--- src/rtl/instr_decode_if.sv ---
//==============================================================================
// Module  : instr_decode_if
// Brief   : Fetch-to-decoder bus: instruction/extension words in, control out.
// Revision: 1.0 - initial release
//==============================================================================
`default_nettype none

interface instr_decode_if;
  logic [15:0] ins;
  logic        ins_en;
  logic [15:0] ext;

  logic        imm_en;
  logic [4:0]  arg_imm;
  logic        read_a;
  logic [3:0]  arg_a;
  logic        read_b;
  logic [3:0]  src_b;
  logic        set_pc;
  logic        add_pc;
  logic        inc_pc;
  logic [1:0]  pc_src;
  logic [2:0]  cmp_b;
  logic [2:0]  out_regs;
  logic        alu_en;
  logic        sh_off_imm;
  logic [3:0]  truth_table;
  logic [4:0]  alu_op;
  logic [3:0]  dst;
  logic        mem_en;
  logic        mem_write;

  modport master (
    output ins, ins_en, ext,
    input  imm_en, arg_imm, read_a, arg_a, read_b, src_b,
           set_pc, add_pc, inc_pc, pc_src, cmp_b, out_regs,
           alu_en, sh_off_imm, truth_table, alu_op, dst, mem_en, mem_write
  );

  modport slave (
    input  ins, ins_en, ext,
    output imm_en, arg_imm, read_a, arg_a, read_b, src_b,
           set_pc, add_pc, inc_pc, pc_src, cmp_b, out_regs,
           alu_en, sh_off_imm, truth_table, alu_op, dst, mem_en, mem_write
  );
endinterface

`default_nettype wire

--- src/rtl/instr_decode.sv ---
//==============================================================================
// Module  : instr_decode
// Brief   : 16-bit ISA decoder; expands ins/ext into registered unit controls.
// Revision: 1.0 - initial release
//==============================================================================
`default_nettype none

module instr_decode (
  input  logic           cpu_clk,
  input  logic           cpu_rst,
  instr_decode_if.slave  bus
);

  localparam logic [3:0] c_op_nop  = 4'h0;
  localparam logic [3:0] c_op_alur = 4'h1;
  localparam logic [3:0] c_op_alui = 4'h2;
  localparam logic [3:0] c_op_load = 4'h3;
  localparam logic [3:0] c_op_stor = 4'h4;
  localparam logic [3:0] c_op_jmp  = 4'h5;
  localparam logic [3:0] c_op_brc  = 4'h6;
  localparam logic [3:0] c_op_out  = 4'h7;

  logic [3:0] w_op;
  logic [3:0] w_fd;
  logic [3:0] w_fa;
  logic [3:0] w_fb;
  logic [4:0] w_sext;
  logic       w_ext_unused;

  assign w_op   = bus.ins[15:12];
  assign w_fd   = bus.ins[11:8];
  assign w_fa   = bus.ins[7:4];
  assign w_fb   = bus.ins[3:0];
  assign w_sext = {bus.ins[3], bus.ins[3:0]};
  assign w_ext_unused = ^bus.ext[15:10];

  logic       w_imm_en;
  logic [4:0] w_arg_imm;
  logic       w_read_a;
  logic [3:0] w_arg_a;
  logic       w_read_b;
  logic [3:0] w_src_b;
  logic       w_set_pc;
  logic       w_add_pc;
  logic       w_inc_pc;
  logic [1:0] w_pc_src;
  logic [2:0] w_cmp_b;
  logic [2:0] w_out_regs;
  logic       w_alu_en;
  logic       w_sh_off_imm;
  logic [3:0] w_truth_table;
  logic [4:0] w_alu_op;
  logic [3:0] w_dst;
  logic       w_mem_en;
  logic       w_mem_write;

  // Fields not used by an opcode stay at their zero default.
  always_comb begin
    w_imm_en      = 1'b0;
    w_arg_imm     = 5'd0;
    w_read_a      = 1'b0;
    w_arg_a       = 4'd0;
    w_read_b      = 1'b0;
    w_src_b       = 4'd0;
    w_set_pc      = 1'b0;
    w_add_pc      = 1'b0;
    w_inc_pc      = 1'b0;
    w_pc_src      = 2'd0;
    w_cmp_b       = 3'd0;
    w_out_regs    = 3'd0;
    w_alu_en      = 1'b0;
    w_sh_off_imm  = 1'b0;
    w_truth_table = 4'd0;
    w_alu_op      = 5'd0;
    w_dst         = 4'd0;
    w_mem_en      = 1'b0;
    w_mem_write   = 1'b0;

    if (bus.ins_en) begin
      w_inc_pc = 1'b1;
      case (w_op)
        c_op_nop: ;
        c_op_alur: begin
          w_read_a      = 1'b1;
          w_arg_a       = w_fa;
          w_read_b      = 1'b1;
          w_src_b       = w_fb;
          w_alu_en      = 1'b1;
          w_dst         = w_fd;
          w_alu_op      = bus.ext[4:0];
          w_truth_table = bus.ext[8:5];
        end
        c_op_alui: begin
          w_read_a      = 1'b1;
          w_arg_a       = w_fa;
          w_imm_en      = 1'b1;
          w_arg_imm     = w_sext;
          w_alu_en      = 1'b1;
          w_dst         = w_fd;
          w_alu_op      = bus.ext[4:0];
          w_truth_table = bus.ext[8:5];
          w_sh_off_imm  = bus.ext[9];
        end
        c_op_load: begin
          w_mem_en  = 1'b1;
          w_read_a  = 1'b1;
          w_arg_a   = w_fa;
          w_dst     = w_fd;
          w_imm_en  = 1'b1;
          w_arg_imm = w_sext;
        end
        c_op_stor: begin
          w_mem_en    = 1'b1;
          w_mem_write = 1'b1;
          w_read_a    = 1'b1;
          w_arg_a     = w_fa;
          w_read_b    = 1'b1;
          w_src_b     = w_fb;
        end
        c_op_jmp: begin
          w_set_pc = 1'b1;
          w_inc_pc = 1'b0;
          w_pc_src = bus.ins[9:8];
          // Register A is only a PC operand when pc_src selects it.
          if (bus.ins[9:8] == 2'd0) begin
            w_read_a = 1'b1;
            w_arg_a  = w_fa;
          end
        end
        c_op_brc: begin
          w_add_pc = 1'b1;
          w_inc_pc = 1'b0;
          w_pc_src = 2'd1;
          w_read_a = 1'b1;
          w_arg_a  = w_fa;
          w_read_b = 1'b1;
          w_src_b  = w_fb;
          w_cmp_b  = bus.ins[10:8];
        end
        c_op_out: begin
          w_read_a   = 1'b1;
          w_arg_a    = w_fa;
          w_out_regs = bus.ins[10:8];
        end
        default: ;
      endcase
    end
  end

  always_ff @(posedge cpu_clk) begin
    if (cpu_rst) begin
      bus.imm_en      <= 1'b0;
      bus.arg_imm     <= 5'd0;
      bus.read_a      <= 1'b0;
      bus.arg_a       <= 4'd0;
      bus.read_b      <= 1'b0;
      bus.src_b       <= 4'd0;
      bus.set_pc      <= 1'b0;
      bus.add_pc      <= 1'b0;
      bus.inc_pc      <= 1'b0;
      bus.pc_src      <= 2'd0;
      bus.cmp_b       <= 3'd0;
      bus.out_regs    <= 3'd0;
      bus.alu_en      <= 1'b0;
      bus.sh_off_imm  <= 1'b0;
      bus.truth_table <= 4'd0;
      bus.alu_op      <= 5'd0;
      bus.dst         <= 4'd0;
      bus.mem_en      <= 1'b0;
      bus.mem_write   <= 1'b0;
    end else begin
      bus.imm_en      <= w_imm_en;
      bus.arg_imm     <= w_arg_imm;
      bus.read_a      <= w_read_a;
      bus.arg_a       <= w_arg_a;
      bus.read_b      <= w_read_b;
      bus.src_b       <= w_src_b;
      bus.set_pc      <= w_set_pc;
      bus.add_pc      <= w_add_pc;
      bus.inc_pc      <= w_inc_pc;
      bus.pc_src      <= w_pc_src;
      bus.cmp_b       <= w_cmp_b;
      bus.out_regs    <= w_out_regs;
      bus.alu_en      <= w_alu_en;
      bus.sh_off_imm  <= w_sh_off_imm;
      bus.truth_table <= w_truth_table;
      bus.alu_op      <= w_alu_op;
      bus.dst         <= w_dst;
      bus.mem_en      <= w_mem_en;
      bus.mem_write   <= w_mem_write;
    end
  end

endmodule

`default_nettype wire

--- src/flat_wrapper.sv ---
// flat-port wrapper written by rule: the top's interface ports become plain ports
module instr_decode_flat 
  (cpu_clk, cpu_rst, bus_ins, bus_ins_en, bus_ext, bus_imm_en, bus_arg_imm, bus_read_a, bus_arg_a, bus_read_b, bus_src_b, bus_set_pc, bus_add_pc, bus_inc_pc, bus_pc_src, bus_cmp_b, bus_out_regs, bus_alu_en, bus_sh_off_imm, bus_truth_table, bus_alu_op, bus_dst, bus_mem_en, bus_mem_write);
  instr_decode_if bus_i ();
  input  logic cpu_clk;
  input  logic cpu_rst;
  input wire logic [$bits(bus_i.ins)-1:0] bus_ins;
  input wire logic [$bits(bus_i.ins_en)-1:0] bus_ins_en;
  input wire logic [$bits(bus_i.ext)-1:0] bus_ext;
  output wire logic [$bits(bus_i.imm_en)-1:0] bus_imm_en;
  output wire logic [$bits(bus_i.arg_imm)-1:0] bus_arg_imm;
  output wire logic [$bits(bus_i.read_a)-1:0] bus_read_a;
  output wire logic [$bits(bus_i.arg_a)-1:0] bus_arg_a;
  output wire logic [$bits(bus_i.read_b)-1:0] bus_read_b;
  output wire logic [$bits(bus_i.src_b)-1:0] bus_src_b;
  output wire logic [$bits(bus_i.set_pc)-1:0] bus_set_pc;
  output wire logic [$bits(bus_i.add_pc)-1:0] bus_add_pc;
  output wire logic [$bits(bus_i.inc_pc)-1:0] bus_inc_pc;
  output wire logic [$bits(bus_i.pc_src)-1:0] bus_pc_src;
  output wire logic [$bits(bus_i.cmp_b)-1:0] bus_cmp_b;
  output wire logic [$bits(bus_i.out_regs)-1:0] bus_out_regs;
  output wire logic [$bits(bus_i.alu_en)-1:0] bus_alu_en;
  output wire logic [$bits(bus_i.sh_off_imm)-1:0] bus_sh_off_imm;
  output wire logic [$bits(bus_i.truth_table)-1:0] bus_truth_table;
  output wire logic [$bits(bus_i.alu_op)-1:0] bus_alu_op;
  output wire logic [$bits(bus_i.dst)-1:0] bus_dst;
  output wire logic [$bits(bus_i.mem_en)-1:0] bus_mem_en;
  output wire logic [$bits(bus_i.mem_write)-1:0] bus_mem_write;
  assign bus_i.ins = bus_ins;
  assign bus_i.ins_en = bus_ins_en;
  assign bus_i.ext = bus_ext;
  assign bus_imm_en = bus_i.imm_en;
  assign bus_arg_imm = bus_i.arg_imm;
  assign bus_read_a = bus_i.read_a;
  assign bus_arg_a = bus_i.arg_a;
  assign bus_read_b = bus_i.read_b;
  assign bus_src_b = bus_i.src_b;
  assign bus_set_pc = bus_i.set_pc;
  assign bus_add_pc = bus_i.add_pc;
  assign bus_inc_pc = bus_i.inc_pc;
  assign bus_pc_src = bus_i.pc_src;
  assign bus_cmp_b = bus_i.cmp_b;
  assign bus_out_regs = bus_i.out_regs;
  assign bus_alu_en = bus_i.alu_en;
  assign bus_sh_off_imm = bus_i.sh_off_imm;
  assign bus_truth_table = bus_i.truth_table;
  assign bus_alu_op = bus_i.alu_op;
  assign bus_dst = bus_i.dst;
  assign bus_mem_en = bus_i.mem_en;
  assign bus_mem_write = bus_i.mem_write;
  instr_decode u_core (.cpu_clk(cpu_clk), .cpu_rst(cpu_rst), .bus(bus_i));
endmodule
--- config.mk ---
export PLATFORM = sky130hd
export DESIGN_NAME = instr_decode_flat
export DESIGN_NICKNAME = d
export VERILOG_FILES = /design/src/rtl/instr_decode_if.sv /design/src/rtl/instr_decode.sv /design/src/flat_wrapper.sv
export SDC_FILE = /design/constraint.sdc
export NUM_CORES = 1
export LEC_CHECK = 0
export ABC_AREA = 1
export BUFFER_PORTS_ARGS = -buffer_cell sky130_fd_sc_hd__buf_2
export CORE_UTILIZATION = 41
export CTS_CLUSTER_DIAMETER = 120
export CTS_CLUSTER_SIZE = 10
export DETAILED_ROUTE_END_ITERATION = 8
export HOLD_SLACK_MARGIN = 0.08
export PLACE_DENSITY = 0.77
export SLEW_MARGIN = 20
export SYNTH_ARGS = -nofsm -noshare
export SYNTH_HDL_FRONTEND = slang
export SYNTH_SLANG_ARGS = --single-unit
--- constraint.sdc ---
create_clock -name cpu_clk -period 1 [get_ports cpu_clk]
set_input_delay 0.1 -clock cpu_clk [delete_from_list [all_inputs] [get_ports cpu_clk]]
set_output_delay 0.1 -clock cpu_clk [all_outputs]
set_load 0.02 [all_outputs]
==> summary.txt, run 1 <==
Yosys
  • Top cells by area, synth: dfxtp_1 67%, nor2_1 12%, inv_1 9.0%
  • Syn Inst Count: between 100 and 150
  • Most numerous cell in the Yosys netlist: dfxtp_1
  • Post-synth top area cell: dfxtp_1
  • Synth top cells by count: 43 x dfxtp_1, 42 x nor2_1, 31 x inv_1
  • Top FF cell, synth: dfxtp_1
  • Unique masters post-synth: 12
  • Post-synth top area share: around 67%
  • Cell area after synthesis: roughly 0.0013 sq mm
  • Seq/Total Area, Yosys: between 60% and 70%
  • Yosys Warn Count: 0
  • Number of enable flip-flop cells after synthesis: 0
  • FFs w/ async S/R, synth: 0%
  • Flop and latch count out of synthesis: between 40 and 50
  • Syn nets: 181
  • Syn Area/Cell: slightly below 9 sq um

Timing
  • RSZ-0062 raised after global routing: true
  • Worst rel slew slack: approximately 86%
  • Hold Violations, Final: 0
  • Final Cycle Share: about 95%
  • Final WS setup: about 0.054 ns
  • Setup violators final: 0
  • Fmax: 1060 MHz
  • Worst slew pin tran: 0.208 ns
  • Slew Viols, Final: 0
  • Min cycle time layout: roughly 0.95 ns

Placed design
  • IO Port Bufs: 72
  • Post-DP HPWL: around 1.9 mm
  • Post-Place Worst Slack: around 0.064 ns
  • Gpl congestion: around 0.84
  • Post-DP Area: about 0.0017 sq mm

Pwr
  • Max VDD drop: approximately 1.2 mV
  • Comb power frac: 10.8%
  • Clock Power Share: between 20% and 30%
  • Leakage: between 1 and 1.5 nW
  • Final Power: ~2.9 mW
  • Psw: between 0.6 and 0.7 mW
  • Flop pwr share: about 60%
  • Switching Fraction: between 20% and 30%
  • P_int: between 2 and 2.5 mW
  • Cell Pwr Density: ~1400 mW/mm^2

Run status
  • Outcome: complete, but fails checks
  • Failing checks: DRC

Setup path
  • Crit Path Max Fanout: 5
  • Most used cell, CP: nor2_1
  • Nature of the critical path endpoint: flop
  • Worst EP required: 1.29 ns
  • Slowest CP cell: dlygate4sd3_1
  • Crit-path cells: dlygate4sd3_1 > buf_2 > nor2_1 > nor2_1 > nor2_1 > nor2_2 > nor2_1
  • Worst EP arrival: around 1.2 ns
  • Crit path launch type: input pin
  • Crit-path max cell delay: 0.54 ns
  • Critical path class: in2reg
  • Worst Setup SP: bus_ins[9]

Hold path
  • Min-delay src: bus_ins[12]
  • Worst min path class: in2reg

Drt
  • Vias per Instance: 4.13
  • DRC errors left: 5
  • Antenna Nets Post-Route: 0
  • Drt first-iter violations: 36
  • Drt pass-1 iters: 6
  • Vias post-DR: between 1,000 and 1,500
  • WL per Instance: 10.4 um
  • Final wirelength: approximately 3 mm

Clock network
  • Reg clk slew, reported paths: 0.11 ns
  • Max Root-Sink Buffers: 2
  • Num CTS Buffers: 5
  • CTS Root Cell: clkbuf_4
  • Num Clock Sinks: 43
  • Postcts setup bufs: 0
  • Htree depth: 2
  • CTS tree: done

Cells and area
  • Share of cells above drive strength 1: 34.1%
  • Area grow syn2layout: 57.8%
  • # diodes: 0
  • Final instance area: about 0.0020 sq mm
  • Fillers: about 220
  • Layout Nets: 287
  • Final Util: a little over two thirds

Floorplan
  • Initial Util: approximately 45%
  • FP Rows: 19
  • Die Y: between 50 and 60 um
  • IO Pins: 79
  • Die W: about 58 um
  • Core box area: approximately 0.0029 sq mm
  • Die ar.: 0.00337 sq mm

GRT
  • Grt total ovfl: 0
  • First-pass GRT wire length: 4.98 mm
  • Largest net degree at the start of global routing: 13
  • Initial antenna violation count: 0
  • Vias in the first global route: 1,125
  • Gr usage total: 20.5%

Job
  • Maximum Capacitance Violations: 0
[cell families (layout without fill, tap and decap cells)]
logic type,count (synthesis),in the layout,share of synthesized area (%)
DFF,43,43,66.8
buffers and inverters,33,139,10.2
and+or+nand+nor,68,68,22.2
AOI/OAI and AO/OA,2,2,0.776
[area by class of cell]
type                            instances  area (sq um)  share of cell area, %
Multi-Input combinational cell         70           302                   14.8
Timing Repair Buffer                  101           646                   31.8
Clock buffer                            6          51.3                   2.52
Clock inverter                          1          5.00                  0.246
Tap cell                               42          52.6                   2.58
Sequential cell                        43           861                   42.3
Inverter                               31           116                   5.72
[power groups by stage]
stage,clock network (mW),logic (mW),registers (mW)
after floorplan,0,0.0857,1.82
after global placement,0,0.220,1.78
after detailed placement,0,0.224,1.78
after CTS,0.832,0.300,1.74
after global routing,0.928,0.339,1.75
final,0.822,0.310,1.74
[state kept, by name, indices dropped and copies added (netlist names), 2 cells and up]
name and flops:
u_core.bus.alu_op 5, u_core.bus.arg_a 4, u_core.bus.arg_imm 4, u_core.bus.cmp_b 3
u_core.bus.dst 4, u_core.bus.out_regs 3, u_core.bus.pc_src 2, u_core.bus.src_b 4
u_core.bus.truth_table 4
[layer usage]
| layer | GRT usage [%] | vias up | wire, um |
|---|---|---|---|
| met5 | 0 | - | 0 |
| met4 | 10.9 | 0 | 88 |
| met3 | 6.47 | 9 | 164 |
| met2 | 36.8 | 41 | 1650 |
| met1 | 21.3 | 531 | 1150 |
| li1 | - | 632 | - |
[per-stage QoR]
step | hold WS, ns | cells | TNS (ns)
after detailed placement | 0.319 | 260 | 0
final | 0.0972 | 294 | 0
after CTS | 0.0889 | 294 | 0
after global routing | 0.102 | 294 | -0.00390
after floorplan | 0.212 | 146 | 0
after global placement | 0.312 | 260 | 0
[path summary, 6_finish.rpt]
kind / slack, ns / end / cells after the start
worst max-delay path: 0.05 / u_core.bus.arg_a[2] / 7
worst min-delay path: 0.1 / u_core.bus.mem_en / 4
[placed cells by master (no fill, tap or decap), types with 2 or more instances in the layout]
| cell | synthesis | final |
|---|---|---|
| buf_2 | 0 | 72 |
| buf_4 | 2 | 2 |
| clkbuf_4 | 0 | 5 |
| dfxtp_1 | 43 | 43 |
| dlygate4sd3_1 | 0 | 27 |
| inv_1 | 31 | 31 |
| nand2_1 | 16 | 16 |
| nand3_1 | 4 | 4 |
| nor2_1 | 42 | 42 |
| nor2_2 | 3 | 2 |
[critical path, delay by kind of cell]
kind                   cells  cell delay (ns)
buffers and inverters      2             0.67
AND/OR/NAND/NOR            5             0.47
[what timing repair did]
item | in CTS | in global routing
resized for setup | 0 | 1
endpoints found under the hold margin | 36 | 0
hold buffers | 27 | 0
setup endpoints to repair | 0 | 3
Note: power is estimated with default switching activity, not from simulation.
==> run 2, diff against run 1 <==
==> constraint.sdc (replaced) <==
create_clock -name cpu_clk -period 1 [get_ports cpu_clk]
set_input_delay 0.2 -clock cpu_clk [delete_from_list [all_inputs] [get_ports cpu_clk]]
set_output_delay 0.2 -clock cpu_clk [all_outputs]
set_load 0.02 [all_outputs]
==> run 2 against run 1 <==
Compared with the run above:
- the run ends with DRC, setup timing left
- maximum frequency shrank 9.1%
- routed wire length rose by 20%
- die area did not move
- hold slack improved by 0.0065 ns
- design area is 13% higher
- largest power group unchanged
==> summary.txt, run 2 (synthesis gave the netlist of run 1 again) <==
Drt
  • Drt pass-1 iters: 8 (was 6)
  • Drt first-iter violations: 42 (was 36)
  • Final wirelength: 3.67 mm (was 3.05 mm)
  • Vias post-DR: 1,255 (was 1,213)
  • DRC errors left: 4 (was 5)
  • Antenna Nets Post-Route: 0 (unchanged)
  • WL per Instance: 12.7 um (was 10.4 um)
  • Vias per Instance: 4.34 (was 4.13)

GRT
  • Vias in the first global route: 1,261 (was 1,125)
  • First-pass GRT wire length: 5.73 mm (was 4.98 mm)
  • Initial antenna violation count: 0 (unchanged)
  • Gr usage total: 23.8% (was 20.5%)
  • Largest net degree at the start of global routing: 14 (was 13)
  • Grt total ovfl: 0 (unchanged)

Job
  • Maximum Capacitance Violations: 0 (unchanged)

Timing
  • Final WS setup: -0.0411 ns (was 0.0536 ns)
  • Slew Viols, Final: 0 (unchanged)
  • Worst slew pin tran: 0.312 ns (was 0.208 ns)
  • Fmax: 960 MHz (was 1060 MHz)
  • Min cycle time layout: 1.04 ns (was 0.946 ns)
  • RSZ-0062 raised after global routing: true (unchanged)
  • Hold Violations, Final: 0 (unchanged)
  • Final Cycle Share: 104% (was 94.6%)
  • Setup violators final: 27 (was 0)
  • Worst rel slew slack: 79.2% (was 86.1%)

Setup path
  • Worst setup endpoint: bus_arg_imm[3] (was u_core.bus.arg_a[2])
  • Crit-path max cell delay: 0.37 ns (was 0.54 ns)
  • Crit path launch type: flop (was input pin)
  • Worst EP arrival: 0.84 ns (was 1.24 ns)
  • Delay-heaviest family, CP: flip-flops (was buffers and inverters)
  • CP bufs+invs: 1 (was 2)
  • Nature of the critical path endpoint: primary output (was flop)
  • Critical path class: reg2out (was in2reg)
  • Worst EP required: 0.80 ns (was 1.29 ns)
  • Crit-path cells: buf_6 (was dlygate4sd3_1 > buf_2 > nor2_1 > nor2_1 > nor2_1 > nor2_2 > nor2_1)
  • Slowest CP cell: dfxtp_2 (was dlygate4sd3_1)
  • Worst path depth: 1 (was 7)
  • Worst Setup SP: u_core.bus.arg_imm[3] (was bus_ins[9])
  • Crit Path Max Fanout: 2 (was 5)

Run status
  • Failing checks: DRC, setup timing (was DRC)
  • Outcome: complete, but fails checks (unchanged)

Clock network
  • Htree depth: 2 (unchanged)
  • Postcts setup bufs: 0 (unchanged)
  • Max Root-Sink Buffers: 2 (unchanged)
  • Num Clock Sinks: 43 (unchanged)
  • Num CTS Buffers: 5 (unchanged)
  • CTS tree: done (unchanged)
  • CTS Root Cell: clkbuf_4 (unchanged)
  • Reg clk slew, reported paths: 0.12 ns (was 0.11 ns)

Floorplan
  • FP Rows: 19 (unchanged)
  • Core box area: 0.00288 sq mm (unchanged)
  • IO Pins: 79 (unchanged)
  • Die Y: 58.1 um (unchanged)
  • Die W: 58.1 um (unchanged)
  • Die ar.: 0.00337 sq mm (unchanged)
  • Initial Util: 44.8% (unchanged)

Placed design
  • # placed instances: 262 (was 260)
  • IO Port Bufs: 72 (unchanged)
  • Post-DP HPWL: 2.00 mm (was 1.91 mm)
  • Gpl congestion: 0.829 (was 0.839)
  • Post-DP Area: 0.00172 sq mm (was 0.00170 sq mm)
  • Post-Place Worst Slack: -0.0395 ns (was 0.0641 ns)

Pwr
  • Leakage: 1.20 nW (was 1.17 nW)
  • Cell Pwr Density: 1260 mW/mm^2 (was 1410 mW/mm^2)
  • Max VDD drop: 0.969 mV (was 1.17 mV)

Cells and area
  • Final instance area: 0.00229 sq mm (was 0.00203 sq mm)
  • Area grow syn2layout: 77.6% (was 57.8%)
  • Final Util: 79.6% (was 70.7%)
  • Biggest register: u_core.bus.alu_op (unchanged)
  • Finished Layout Cells: 289 (was 294)
  • Share of cells above drive strength 1: 53.4% (was 34.1%)
  • Commonest non-fill, non-tap cell in the layout: buf_6 (was buf_2)
  • Layout Nets: 281 (was 287)
  • # diodes: 0 (unchanged)
  • Max reg flops: 5 (unchanged)
  • Most frequent cells in the layout: 44 x buf_6, 43 x dfxtp_2, 42 x nor2_1 (was 72 x buf_2, 43 x dfxtp_1, 42 x nor2_1)

Hold path
  • Worst min path class: in2reg (unchanged)
## run 2: cell type report
class,count,area [sq um]
inverter,31,116
sequential,43,915
timing repair buffer,95,856
multi-input combinational,70,297
clock inverter,3,15.0
clock buffer,5,37.5
fill,157,588
tap,42,52.6
## run 2: worst min path at each step
stage	startpoint	end	slack [ns]	cells after the start
finish	bus_ins[10]	u_core.bus.cmp_b[2]	0.10	3
global route	bus_ins[10]	u_core.bus.cmp_b[2]	0.11	3
CTS	bus_ins[10]	u_core.bus.cmp_b[2]	0.09	3
detailed placement	bus_ext[3]	u_core.bus.alu_op[3]	0.42	3
global placement	bus_ext[7]	u_core.bus.truth_table[2]	0.41	3
floorplan	bus_ext[0]	u_core.bus.alu_op[0]	0.31	2
## run 2: power by group
part	switching, mW	internal [mW]
combinational	0.162	0.170
sequential	0.0133	1.74
clock	0.530	0.262
total	0.705	2.17
## run 2: per-stage QoR
step	setup TNS (ns)	hold slack [ns]	total power, mW
finish	-0.335	0.104	2.88
global route	-2.01	0.114	3.00
CTS	-0.498	0.0912	2.86
detailed placement	-0.514	0.419	2.01
global placement	-0.363	0.412	2.01
floorplan	0	0.312	1.90
## run 2: repair_timing
| action | 4_1_cts | 5_1_grt |
|---|---|---|
| hold endpoints to repair | 23 | 0 |
| hold buffers | 19 | 0 |
| setup endpoints to repair | 44 | 44 |
| gates resized for setup | 130 | 1 |
## run 2: layer usage
metal | GRT usage, % | wire length [um] | vias up
li1 | - | - | 615
met1 | 22.5 | 1270 | 573
met2 | 45.6 | 2070 | 55
met3 | 7.14 | 214 | 12
met4 | 11.9 | 113 | 0
met5 | 0 | 0 | -
==> run 3, diff against run 2 <==
Settings changed: CORE_ASPECT_RATIO set to 1.5.
==> run 3 against run 2 <==
Compared with the run above:
- the flow now finishes without violations
- routed wire length fell by 34%
- first-iteration DRC count fell by 86%
- hold slack improved by 0.021 ns
- clock-buffer cell count rose by 1
- maximum frequency rose by 6.2%
==> summary.txt, run 3 (synthesis gave the netlist of run 1 again) <==
GRT
  • Largest net degree at the start of global routing: 14 (unchanged)
  • First-pass GRT wire length: 3.91 mm (was 5.73 mm)
  • Grt total ovfl: 0 (unchanged)
  • Gr usage total: 16.2% (was 23.8%)
  • Vias in the first global route: 1,033 (was 1,261)
  • Initial antenna violation count: 0 (unchanged)

Timing
  • Hold Violations, Final: 0 (unchanged)
  • Slew Viols, Final: 0 (unchanged)
  • Final Cycle Share: 98.1% (was 104%)
  • Worst rel slew slack: 82.3% (was 79.2%)
  • Setup violators final: 0 (was 27)
  • Worst slew pin tran: 0.265 ns (was 0.312 ns)
  • RSZ-0062 raised after global routing: false (was true)
  • Setup TNS: 0 ns (was -0.335 ns)
  • Min cycle time layout: 0.981 ns (was 1.04 ns)
  • Fmax: 1020 MHz (was 960 MHz)

Cells and area
  • Area grow syn2layout: 43.8% (was 77.6%)
  • Layout Nets: 264 (was 281)
  • Most frequent cells in the layout: 69 x buf_2, 43 x dfxtp_1, 42 x nor2_1 (was 44 x buf_6, 43 x dfxtp_2, 42 x nor2_1)
  • # diodes: 0 (unchanged)
  • Share of cells above drive strength 1: 39.6% (was 53.4%)
  • Multi-input logic area: 297 sq um (unchanged)
  • Finished Layout Cells: 269 (was 289)
  • Commonest non-fill, non-tap cell in the layout: buf_2 (was buf_6)
  • Max reg flops: 5 (unchanged)
  • Fillers: 277 (was 157)
  • Final Util: 63.0% (was 79.6%)
  • FF+latch area: 861 sq um (was 915 sq um)
  • Biggest register: u_core.bus.alu_op (unchanged)

Pwr
  • Leakage: 1.10 nW (was 1.20 nW)
  • Final Power: 3.32 mW (was 2.88 mW)
  • Comb power frac: 7.0% (was 11.5%)
  • Switching Fraction: 20.3% (was 24.5%)
  • Flop pwr share: 52.5% (was 61.0%)
  • Max VDD drop: 1.14 mV (was 0.969 mV)
  • P_int: 2.64 mW (was 2.17 mW)
  • Cell Pwr Density: 1790 mW/mm^2 (was 1260 mW/mm^2)
  • Clock Power Share: 40.4% (was 27.5%)
  • Psw: 0.675 mW (was 0.705 mW)

Drt
  • Drt first-iter violations: 6 (was 42)
  • Vias per Instance: 4.06 (was 4.34)
  • Drt pass-1 iters: 4 (was 8)
  • Final wirelength: 2.42 mm (was 3.67 mm)
  • DRC errors left: 0 (was 4)
  • Vias post-DR: 1,092 (was 1,255)
  • Antenna Nets Post-Route: 0 (unchanged)
  • WL per Instance: 8.99 um (was 12.7 um)

Floorplan
  • Die W: 47.8 um (was 58.1 um)
  • Die Y: 70.7 um (was 58.1 um)
  • Die ar.: 0.00338 sq mm (was 0.00337 sq mm)
  • FP Rows: 24 (was 19)
  • Initial Util: 43.8% (was 44.8%)
  • Core box area: 0.00294 sq mm (was 0.00288 sq mm)
  • IO Pins: 79 (unchanged)

Setup path
  • Critical path class: reg2out (unchanged)
  • Crit Path Max Fanout: 1 (was 2)
  • Worst EP required: 0.80 ns (about the same)
  • Nature of the critical path endpoint: primary output (unchanged)
  • Crit path launch type: flop (unchanged)
  • Crit-path cells: buf_2 (was buf_6)
  • CP bufs+invs: 1 (unchanged)
  • Worst path depth: 1 (unchanged)
  • Delay-heaviest family, CP: flip-flops (unchanged)
  • Worst EP arrival: 0.78 ns (was 0.84 ns)
  • Slowest CP cell: dfxtp_1 (was dfxtp_2)
  • Crit-path max cell delay: 0.34 ns (was 0.37 ns)

Hold path
  • Worst min path class: in2reg (unchanged)
  • Hold path depth: 3 (unchanged)

Placed design
  • # placed instances: 261 (was 262)
  • Post-DP HPWL: 1.87 mm (was 2.00 mm)
  • IO Port Bufs: 72 (unchanged)
  • Gpl congestion: 0.829 (about the same)

Clock network
  • CTS tree: done (unchanged)
  • Htree depth: 2 (unchanged)
  • Max Root-Sink Buffers: 2 (unchanged)
  • Reg clk slew, reported paths: 0.07 ns (was 0.12 ns)
  • Num Clock Sinks: 43 (unchanged)
  • CTS Root Cell: clkbuf_8 (was clkbuf_4)
  • Num CTS Buffers: 5 (unchanged)

Run status
  • Outcome: completed (was complete, but fails checks)

Job
  • Maximum Capacitance Violations: 0 (unchanged)
run 3: metrics by stage:
| step | hold slack [ns] | worst slack (ns) | cell area (sq um) |
|---|---|---|---|
| after floorplan | 0.312 | 0.154 | 1290 |
| after global placement | 0.413 | -0.0425 | 1730 |
| after detailed placement | 0.421 | -0.0491 | 1730 |
| after CTS | 0.116 | 0.0176 | 1850 |
| after global routing | 0.117 | 0.00118 | 1850 |
| final | 0.125 | 0.0194 | 1850 |
run 3: area by class of cell:
cell class | instances | area share (%)
flip-flops and latches | 43 | 46.5
repair buffers | 78 | 22.3
multi-input cells | 70 | 16.0
inverters | 31 | 6.28
clock buffers | 6 | 4.46
well taps | 39 | 2.63
clock inverters | 2 | 1.89
run 3: routing by layer:
metal	up-vias	wire length, um	global-route usage [%]
li1	580	-	-
met1	464	877	15.3
met2	44	1330	28.2
met3	4	163	5.36
met4	0	51	9.26
met5	-	0	0
run 3: worst paths after layout:
kind / start / end / slack [ns]
worst min-delay path: bus_ext[5] / u_core.bus.truth_table[0] / 0.12
worst max-delay path: u_core.bus.out_regs[1] / bus_out_regs[1] / 0.02
run 3: repair_timing:
action,CTS,global route
setup buffers,0,0
hold buffers,0,0
setup endpoints to repair,0,3
resized for setup,0,3
hold endpoints to repair,0,0
run 3: power groups by stage:
stage	sequential (mW)	clock, mW	combinational, mW
floorplan	1.82	0	0.0857
global placement	1.78	0	0.229
detailed placement	1.78	0	0.232
CTS	1.74	1.39	0.233
global route	1.74	1.46	0.261
finish	1.74	1.34	0.233
